`config.mk`:
```
export PLATFORM = sky130hd
export DESIGN_NAME = store_data_queue
export DESIGN_NICKNAME = d
export VERILOG_FILES = /design/src/rtl/store_data_queue_pkg.sv /design/src/rtl/store_fifo_core.sv /design/src/rtl/store_data_queue.sv
export SDC_FILE = /design/constraint.sdc
export NUM_CORES = 1
export LEC_CHECK = 0
export ABC_AREA = 1
export ABC_CLOCK_PERIOD_IN_PS = 4960
export BUFFER_PORTS_ARGS = -buffer_cell sky130_fd_sc_hd__buf_2
export CAP_MARGIN = 40
export CORE_ASPECT_RATIO = 1.5
export CORE_MARGIN = 2
export CORE_UTILIZATION = 45
export DETAILED_ROUTE_END_ITERATION = 10
export PLACE_DENSITY_LB_ADDON = 0.25
export SYNTH_ARGS = -nofsm -noshare
export SYNTH_HDL_FRONTEND = slang
export SYNTH_SLANG_ARGS = --single-unit
```
`constraint.sdc`:
```
create_clock -name clk -period 4.96 [get_ports clk]
set_clock_uncertainty 0.2 [all_clocks]
set_input_delay 0 -clock clk [delete_from_list [all_inputs] [get_ports clk]]
set_output_delay 0 -clock clk [all_outputs]
set_load 0.05 [all_outputs]
```
`src/rtl/store_data_queue_pkg.sv`:
```
`default_nettype none
// ============================================================================
//  Module   : store_data_queue_pkg
//  Purpose  : Shared constants for the store-data queue: source indices and
//             the NOP select code.
//  Revision : 1.0  initial release
// ============================================================================
package store_data_queue_pkg;

    // Store-data source indices into the packed source bus
    localparam int SRC_REGA = 0;
    localparam int SRC_REGB = 1;
    localparam int SRC_RA   = 2;

    // NOP code for the default 2-bit select; wider selects use all-ones too
    localparam logic [1:0] RAM_DATA_OP_NOP = 2'b11;

endpackage : store_data_queue_pkg
`default_nettype wire

```
`src/rtl/store_fifo_core.sv`:
```
`default_nettype none
// ============================================================================
//  Module   : store_fifo_core
//  Purpose  : Write-buffer storage for queued stores: entry registers, read
//             and write pointers, occupancy count, full/empty flags. Entry
//             contents are exported flat so the parent can run its CAM.
//  Revision : 1.0  initial release
// ============================================================================
module store_fifo_core #(
    parameter int DATA_W = 16,
    parameter int ADDR_W = 16,
    parameter int DEPTH  = 4
) (
    input  logic                       clk,
    input  logic                       rst,
    input  logic                       push,
    input  logic [ADDR_W-1:0]          push_addr,
    input  logic [DATA_W-1:0]          push_data,
    input  logic                       pop,
    output logic [ADDR_W-1:0]          head_addr,
    output logic [DATA_W-1:0]          head_data,
    output logic [$clog2(DEPTH+1)-1:0] count,
    output logic                       full,
    output logic                       empty,
    output logic [$clog2(DEPTH)-1:0]   rd_ptr,
    output logic [DEPTH*ADDR_W-1:0]    ent_addr,
    output logic [DEPTH*DATA_W-1:0]    ent_data
);

    localparam int PTR_W = $clog2(DEPTH);
    localparam int CNT_W = $clog2(DEPTH+1);

    logic [ADDR_W-1:0] r_mem_addr [DEPTH];
    logic [DATA_W-1:0] r_mem_data [DEPTH];
    logic [PTR_W-1:0]  r_wr_ptr;
    logic [PTR_W-1:0]  r_rd_ptr;
    logic [CNT_W-1:0]  r_count;
    logic              w_push_ok;
    logic              w_pop_ok;

    assign full      = (r_count == CNT_W'(DEPTH));
    assign empty     = (r_count == '0);
    // Internal guards make push-when-full and pop-when-empty harmless
    assign w_push_ok = push && !full;
    assign w_pop_ok  = pop && !empty;

    assign count     = r_count;
    assign rd_ptr    = r_rd_ptr;
    assign head_addr = r_mem_addr[r_rd_ptr];
    assign head_data = r_mem_data[r_rd_ptr];

    generate
        for (genvar gi = 0; gi < DEPTH; gi++) begin : g_flat
            assign ent_addr[gi*ADDR_W +: ADDR_W] = r_mem_addr[gi];
            assign ent_data[gi*DATA_W +: DATA_W] = r_mem_data[gi];
        end
    endgenerate

    // Storage, pointers and count; pointers wrap naturally since DEPTH is 2^n
    always_ff @(posedge clk) begin
        if (rst) begin
            for (int i = 0; i < DEPTH; i++) begin
                r_mem_addr[i] <= '0;
                r_mem_data[i] <= '0;
            end
            r_wr_ptr <= '0;
            r_rd_ptr <= '0;
            r_count  <= '0;
        end else begin
            if (w_push_ok) begin
                r_mem_addr[r_wr_ptr] <= push_addr;
                r_mem_data[r_wr_ptr] <= push_data;
                r_wr_ptr             <= r_wr_ptr + PTR_W'(1);
            end
            if (w_pop_ok) begin
                r_rd_ptr <= r_rd_ptr + PTR_W'(1);
            end
            unique case ({w_push_ok, w_pop_ok})
                2'b10:   r_count <= r_count + CNT_W'(1);
                2'b01:   r_count <= r_count - CNT_W'(1);
                default: r_count <= r_count;
            endcase
        end
    end

endmodule : store_fifo_core
`default_nettype wire

```
`src/rtl/store_data_queue.sv`:
```
`default_nettype none
// ============================================================================
//  Module   : store_data_queue
//  Purpose  : Store-data source select with registered hold value, a DEPTH
//             entry write buffer drained to RAM via req/ack, and
//             store-to-load forwarding from the buffered entries.
//  Revision : 1.0  initial release
// ============================================================================
module store_data_queue
    import store_data_queue_pkg::*;
#(
    parameter int DATA_W = 16,
    parameter int ADDR_W = 16,
    parameter int NSRC   = 3,
    parameter int SEL_W  = 2,
    parameter int DEPTH  = 4
) (
    input  logic                       clk,
    input  logic                       rst,
    input  logic [NSRC*DATA_W-1:0]     src_data,
    input  logic [SEL_W-1:0]           data_op,
    input  logic                       st_valid,
    input  logic [ADDR_W-1:0]          st_addr,
    output logic                       st_ready,
    output logic [DATA_W-1:0]          held_data,
    output logic                       ram_req,
    output logic [ADDR_W-1:0]          ram_addr,
    output logic [DATA_W-1:0]          ram_data,
    input  logic                       ram_ack,
    input  logic [ADDR_W-1:0]          ld_addr,
    output logic                       fwd_hit,
    output logic [DATA_W-1:0]          fwd_data,
    output logic [$clog2(DEPTH+1)-1:0] count,
    output logic                       err_op
);

    localparam int               PTR_W    = $clog2(DEPTH);
    localparam int               CNT_W    = $clog2(DEPTH+1);
    localparam logic [SEL_W-1:0] C_OP_NOP = '1;

    logic [DATA_W-1:0]       w_sel_data;
    logic                    w_legal;
    logic                    w_nop;
    logic                    w_illegal;
    logic                    w_push;
    logic                    w_pop;
    logic                    w_full;
    logic                    w_empty;
    logic [PTR_W-1:0]        w_rd_ptr;
    logic [PTR_W-1:0]        w_idx;
    logic [DEPTH*ADDR_W-1:0] w_ent_addr;
    logic [DEPTH*DATA_W-1:0] w_ent_data;
    logic [DATA_W-1:0]       r_held;
    logic                    r_err;

    assign w_nop     = (data_op == C_OP_NOP);
    assign w_illegal = !w_legal && !w_nop;

    // Source select decode; all-ones stays NOP even if NSRC would cover it
    always_comb begin
        w_sel_data = '0;
        w_legal    = 1'b0;
        for (int i = 0; i < NSRC; i++) begin
            if (data_op == SEL_W'(i) && !w_nop) begin
                w_legal    = 1'b1;
                w_sel_data = src_data[i*DATA_W +: DATA_W];
            end
        end
    end

    // Held store data loads on legal ops; illegal ops latch a sticky error
    always_ff @(posedge clk) begin
        if (rst) begin
            r_held <= '0;
            r_err  <= 1'b0;
        end else begin
            if (w_legal) begin
                r_held <= w_sel_data;
            end
            if (w_illegal) begin
                r_err <= 1'b1;
            end
        end
    end

    assign held_data = r_held;
    assign err_op    = r_err;

    // Ready is purely !full, so a same-cycle pop never frees a slot early
    assign st_ready = !w_full;
    assign ram_req  = !w_empty;
    assign w_push   = st_valid && st_ready && w_legal;
    assign w_pop    = ram_ack && ram_req;

    store_fifo_core #(
        .DATA_W (DATA_W),
        .ADDR_W (ADDR_W),
        .DEPTH  (DEPTH)
    ) u_fifo (
        .clk       (clk),
        .rst       (rst),
        .push      (w_push),
        .push_addr (st_addr),
        .push_data (w_sel_data),
        .pop       (w_pop),
        .head_addr (ram_addr),
        .head_data (ram_data),
        .count     (count),
        .full      (w_full),
        .empty     (w_empty),
        .rd_ptr    (w_rd_ptr),
        .ent_addr  (w_ent_addr),
        .ent_data  (w_ent_data)
    );

    // Forwarding CAM: walk from oldest to youngest so the last match wins
    always_comb begin
        fwd_hit  = 1'b0;
        fwd_data = '0;
        w_idx    = '0;
        for (int k = 0; k < DEPTH; k++) begin
            w_idx = w_rd_ptr + PTR_W'(k);
            if ((CNT_W'(k) < count) &&
                (w_ent_addr[w_idx*ADDR_W +: ADDR_W] == ld_addr)) begin
                fwd_hit  = 1'b1;
                fwd_data = w_ent_data[w_idx*DATA_W +: DATA_W];
            end
        end
    end

endmodule : store_data_queue
`default_nettype wire

```
# After elaboration in Yosys (flattened, before gate mapping)

Memories as Yosys holds them, arrays and structs flattened. A register that Yosys moved wholly into a read port is not among the register bits.
Cells that the tools add are included.

RAM bits: 128
Memories kept: 2
Register bits after elaboration: 24
Output and inout port bits: 71
Logic and storage cells: 87

Memories:

| memory            | words | width | read ports | clocked after memory_dff | write ports | RTL line              | RTL |
|---|---|---|---|---|---|---|---|
| u_fifo.r_mem_addr | 4     | 16    | 5          | 1                        | 4           | store_fifo_core.sv:33 | `logic [ADDR_W-1:0] r_mem_addr [DEPTH];` |
| u_fifo.r_mem_data | 4     | 16    | 5          | 1                        | 4           | store_fifo_core.sv:34 | `logic [DATA_W-1:0] r_mem_data [DEPTH];` |

Add/sub/neg operators: 6
Reduce and logical (&&, ||, !) cells: 22
Shift-type cells: 8
Mux-type cells: 30
Order comparisons: 4
Equal/unequal tests: 10

Operators by type and width:

| kind                                                      | number |
|---|---|
| indexed part select 64 x 7 -> 16 bit                      | 8 |
| 2-to-1 mux 16 bit                                         | 9 |
| equality test 16 bit                                      | 4 |
| OR reduction 16 bit                                       | 2 |
| 2-to-1 mux 1 bit                                          | 14 |
| logical AND 1 bit                                         | 13 |
| 2-to-1 mux 2 bit                                          | 6 |
| equality test 2 bit, second input constant                | 3 |
| less-than comparator 1 x 3 -> 1 bit, first input constant | 2 |
| less-than comparator 2 x 3 -> 1 bit, first input constant | 2 |
| case mux 3 bit (2 select lines)                           | 1 |
| adder 2 x 1 -> 2 bit, second input constant               | 2 |
| adder 2 bit, second input constant                        | 2 |
| equality test 2 x 1 -> 1 bit, second input constant       | 2 |
| logical NOT 1 bit                                         | 4 |
| adder 3 x 1 -> 3 bit, second input constant               | 1 |
| equality test 3 bit, second input constant                | 1 |
| logical NOT 3 bit                                         | 1 |
| subtractor 3 x 1 -> 3 bit, second input constant          | 1 |
| logical NOT 2 bit                                         | 1 |
| nonzero test 2 bit                                        | 1 |

# Longest topological paths before layout

Depth in word-level cells: 13
Depth in mapped cells: 19
Depth with buffers taken out: 15

# By module

From an unflattened synthesis, not the netlist that was laid out.

Cells, all modules: 1,765
Area, all modules: 11,981.5 sq um

Modules (own cells, without submodules):

| module           | seq. area each (sq um) | area each (sq um) | cells each | instances |
|---|---|---|---|---|
| store_fifo_core  | 4,023.9                | 6,242.2           | 585        | 1 |
| store_data_queue | 340.3                  | 5,739.3           | 1,180      | 1 |

# Worst setup path after synthesis

No wires, ideal clock.

Path type: reg-to-reg
Start point: register u_fifo.r_count[0], in the netlist u_fifo.count[0]
End point: memory u_fifo.r_mem_addr[3][0], enable pin
Stages on the path, launching flop included: 6
Library setup time: 470 ps
Clock period less this slack: 4,863 ps
Path slack: 97 ps
Data arrival time: 4,194 ps
Buffers on the path: 0
Data required time: 4,290 ps
Cell sequence: dfxtp_1 inv_1 ha_1 nand2_1 nand3_1 o31ai_1

RTL lines:

| element                | RTL line              | RTL |
|---|---|---|
| from (decl)            | store_fifo_core.sv:37 | `logic [CNT_W-1:0] r_count;` |
| from (signal assigned) | store_fifo_core.sv:79 | `2'b10: r_count <= r_count + CNT_W'(1);` |
| from (signal assigned) | store_fifo_core.sv:80 | `2'b01: r_count <= r_count - CNT_W'(1);` |
| from (signal assigned) | store_fifo_core.sv:81 | `default: r_count <= r_count;` |
| to (decl)              | store_fifo_core.sv:33 |  |

# Final worst setup path

Start point: register u_fifo.r_rd_ptr[0], in the netlist u_fifo.rd_ptr[0]
End point: output port fwd_data[14]

Longest elaborated chain between the ends: 7
Elaborated cells between the ends (all ways): 23
Classes of those cells: add/sub (3); eq/ne (4); shift (8); mux (4); reduce/logical (4)

RTL lines:

| element                                                                             | RTL line                                         | RTL |
|---|---|---|
| from (decl)                                                                         | store_fifo_core.sv:36                            | `logic [PTR_W-1:0] r_rd_ptr;` |
| from (signal assigned)                                                              | store_fifo_core.sv:76                            | `r_rd_ptr <= r_rd_ptr + PTR_W'(1);` |
| adder 2 x 1 -> 2 bit / indexed part select 64 x 7 -> 16 bit (equally long branches) | store_data_queue.sv:122, store_data_queue.sv:124 |  |
| indexed part select 64 x 7 -> 16 bit / equality test 16 bit (equally long branches) | store_data_queue.sv:124                          | `(w_ent_addr[w_idx*ADDR_W +: ADDR_W] == ld_addr)) begin` |
| equality test 16 bit / logical AND 1 bit (equally long branches)                    | store_data_queue.sv:124, store_data_queue.sv:123 |  |
| logical AND 1 bit / 2-to-1 mux 16 bit (equally long branches)                       | store_data_queue.sv:123                          | `if ((CNT_W'(k) < count) &&` |
| 2-to-1 mux 16 bit (2 in a row)                                                      | store_data_queue.sv:123                          |  |
| 2-to-1 mux 16 bit *                                                                 | store_data_queue.sv:123                          |  |
| to (decl)                                                                           | store_data_queue.sv:32                           | `output logic [DATA_W-1:0] fwd_data,` |

Every way passes the cells marked *; elsewhere a longest branch is shown, timed or not.

==> impl_metrics.json <==
{
  "clkPwrFrac": 0.197,
  "clk_pin_slew_worst_paths_ns": 0.06,
  "peakVddDrop_mv": 0.334,
  "drv_slew": 0,
  "io_buffers": 156,
  "rsz0062_at_grt": "no",
  "synth_warnings": 0,
  "cp_cell_sequence": "inv_2, buf_4, nand2_1, nand3_1, nand2_1, nand2_1, nand2_1, nor3_1, nand2_1, nor2_1, nand3_2, nor2_1, nor2_1, a21oi_1, buf_2",
  "multi_input_area_um2": 6150,
  "synth_top_family_by_area": "simple AND/OR/NAND/NOR gates",
  "fp.dieW_um": 135,
  "synthSimpleGateAreaFrac": 0.347,
  "drive_gt1_frac": 0.127,
  "p_leak_nw": 6.36,
  "grt_start_max_net_pins": 94,
  "netlist_area_um2": 11600,
  "routed_wl_um": 40800,
  "fin_crit_sh": 0.845,
  "dp.cells": 2160,
  "cts_resized": 0,
  "synthCells": 1749,
  "cpMaxStageDelayCell": "nand3_2",
  "crit_required_ns": 4.76,
  "synthAdderAreaFrac": 0.00541,
  "worstPathMaxFanout": 42,
  "criticalPathCategory": "reg2out",
  "avgSynthCellArea_um2": 6.62,
  "postCtsSetupBuffers": 0,
  "fmax_mhz": 239,
  "place_ws_ns": 1.26,
  "die-area_um2": 27000,
  "firstDrtPassIters": 5,
  "ys_types": 35,
  "power_switching_w": 0.00331,
  "synth-xor-area-share": 0.00530,
  "endpoint_kind": "output pin",
  "internal_power_w": 0.00328,
  "cts_buffer_depth": 2,
  "routed_via_density": 5.62,
  "final_nets": 2001,
  "cts_sinks": 154,
  "drt_iter0_markers": 1062,
  "cts_tree": "done",
  "grt_use_total": 0.303,
  "grt_pass1_wl_um": 63100,
  "synth.area.mux_share": 0.0277,
  "critPathBufInv": 3,
  "hold_path.class": "in2reg",
  "synth_compound_area_frac": 0.143,
  "drt-wirelength-per-cell_um": 18.1,
  "hold_viol_final": 0,
  "max-cap-violations": 0,
  "ioPinCount": 157,
  "layout_setup_ws_ns": 0.767,
  "tns_ns": 0,
  "arrival_ns": 3.99,
  "setup_viol": 0,
  "ys_ff_latch": 154,
  "regArea_um2": 4370,
  "antenna_found_initial": 0,
  "cpPeakStageDelay_ns": 0.57,
  "clk-insertion-delay-late_ns": 0.44,
  "initial_utilization": 0.460,
  "sw_frac_of_total": 0.502,
  "gp_congestion": 0.966,
  "num_rows": 71,
  "coreArea_um2": 25100,
  "maxSlewHeadroom": 0.424,
  "ant_nets": 0,
  "numCtsBuffers": 17,
  "crit_family": "simple AND/OR/NAND/NOR gates",
  "final_common_cell": "nand2_1",
  "area_growth_syn_to_layout_pct": 18.9,
  "via_count": 12640,
  "p_comb_frac": 0.560,
  "cellPowerDensity_nw_per_um2": 479,
  "period_minus_slack_ns": 4.19,
  "syn_nets": 1840,
  "cts-root-buf": "clkbuf_16",
  "worst_pin_slew_ns": 0.863,
  "fp.dieH_um": 200,
  "drc": 0,
  "grt-ovfl-total": 0,
  "p_seq_frac": 0.242,
  "post-dp-hpwl_um": 29100,
  "status": "finished clean",
  "grt_pass1_vias": 12105,
  "worstSetupStartpointType": "flip-flop",
  "final_cells": 2251,
  "final_cell_mix": "nand2_1, nor2_1, o21ai_0, buf_2, inv_1",
  "fin_util": 0.547,
  "worst_path_most_repeated_cell": "nand2_1",
  "yosysSeqAreaShare": 0.377,
  "htreeDepth": 4,
  "fillers": 2463,
  "diodes": 0
}
-- Yosys cell counts, drive strengths merged --
library cell    n  area, µm²
a21oi          88        440
mux2i          32        320
nor2          251        990
o22ai          17        106
o21ai         194        971
o31ai           1       7.51
edfxtp        128       3840
nand4          34        213
nor3            3       15.0
nand2         534       2010
and2            1       6.26
buf            41        269
clkbuf         63        236
o211a           1       10.0
nand3         142        728
o211ai         12       90.1
dfxtp          26        521
a21o            2       15.0
xor2            7       61.3
o21bai          2       15.0
ha              5       62.6
or2             7       43.8
clkinv          1       3.75
inv           157        589
-- metrics by stage --
stage                     instance area, µm²  hold WS [ns]  total power, W
final                                  13800        0.0196         0.00659
after global placement                 12500         0.113         0.00517
after global routing                   13800        0.0367         0.00701
after floorplan                        11600        0.0198         0.00433
after CTS                              13800       0.00810         0.00656
after detailed placement               12600         0.122         0.00523
-- kinds of logic (layout without fill, tap and decap cells) --
family / count (synthesis) / in the layout
fa+ha+maj: 5 / 5
mux: 32 / 32
compound gates: 317 / 317
xor+xnor: 7 / 7
simple gates: 972 / 972
buf+inv: 262 / 436
flops: 154 / 154
-- tightest hold or removal path, delay by kind of cell --
family	cells	cell delay (ns)
buffers and inverters	2	0.15
AND/OR/NAND/NOR	3	0.39
-- power groups by stage --
stage               Combinational (W)  Sequential, W  Clock, W
floorplan                     0.00266        0.00167         0
global placement              0.00355        0.00162         0
detailed placement            0.00361        0.00162         0
CTS                           0.00366        0.00160   0.00130
global route                  0.00405        0.00161   0.00135
finish                        0.00369        0.00160   0.00130
-- per-layer routing --
layer  GRT usage  part of all wire  vias to the layer above
li1            -                 -                     6082
met1       0.333              0.36                     5818
met2       0.534              0.51                      572
met3      0.0445             0.061                      168
met4       0.198             0.065                        0
met5           0                 0                        -
-- layout make-up --
type / count / share of cell area
Clock buffer: 21 / 0.0327
Clock inverter: 11 / 0.00873
Tap cell: 328 / 0.0298
Multi-Input combinational cell: 1333 / 0.447
Inverter: 158 / 0.0431
Sequential cell: 154 / 0.318
Timing Repair Buffer: 246 / 0.121
-- registers in the layout (all words and copies together) (netlist names), named ones only --
register,cells
u_fifo.r_mem_addr,64
err_op,1
held_data,16
u_fifo.r_wr_ptr,2
u_fifo.r_mem_data,64
u_fifo.count,3
u_fifo.rd_ptr,2
-- worst paths after layout --
check / from / cells past startpoint / endpoint / slack [ns]
max: u_fifo.rd_ptr[0] / 15 / fwd_data[14] / 0.77
min: src_data[25] / 5 / u_fifo.r_mem_data[3][9] / 0.02
max reg2reg: u_fifo.count[0] / 11 / u_fifo.r_mem_data[0][9] / 1.84
min reg2reg: err_op / 2 / err_op / 0.22
-- repair_timing --
action,in CTS,in global routing
endpoints found under the setup margin,0,0
hold buffers,59,0
hold endpoints to repair,139,0
Note: power is estimated with default switching activity, not from simulation.
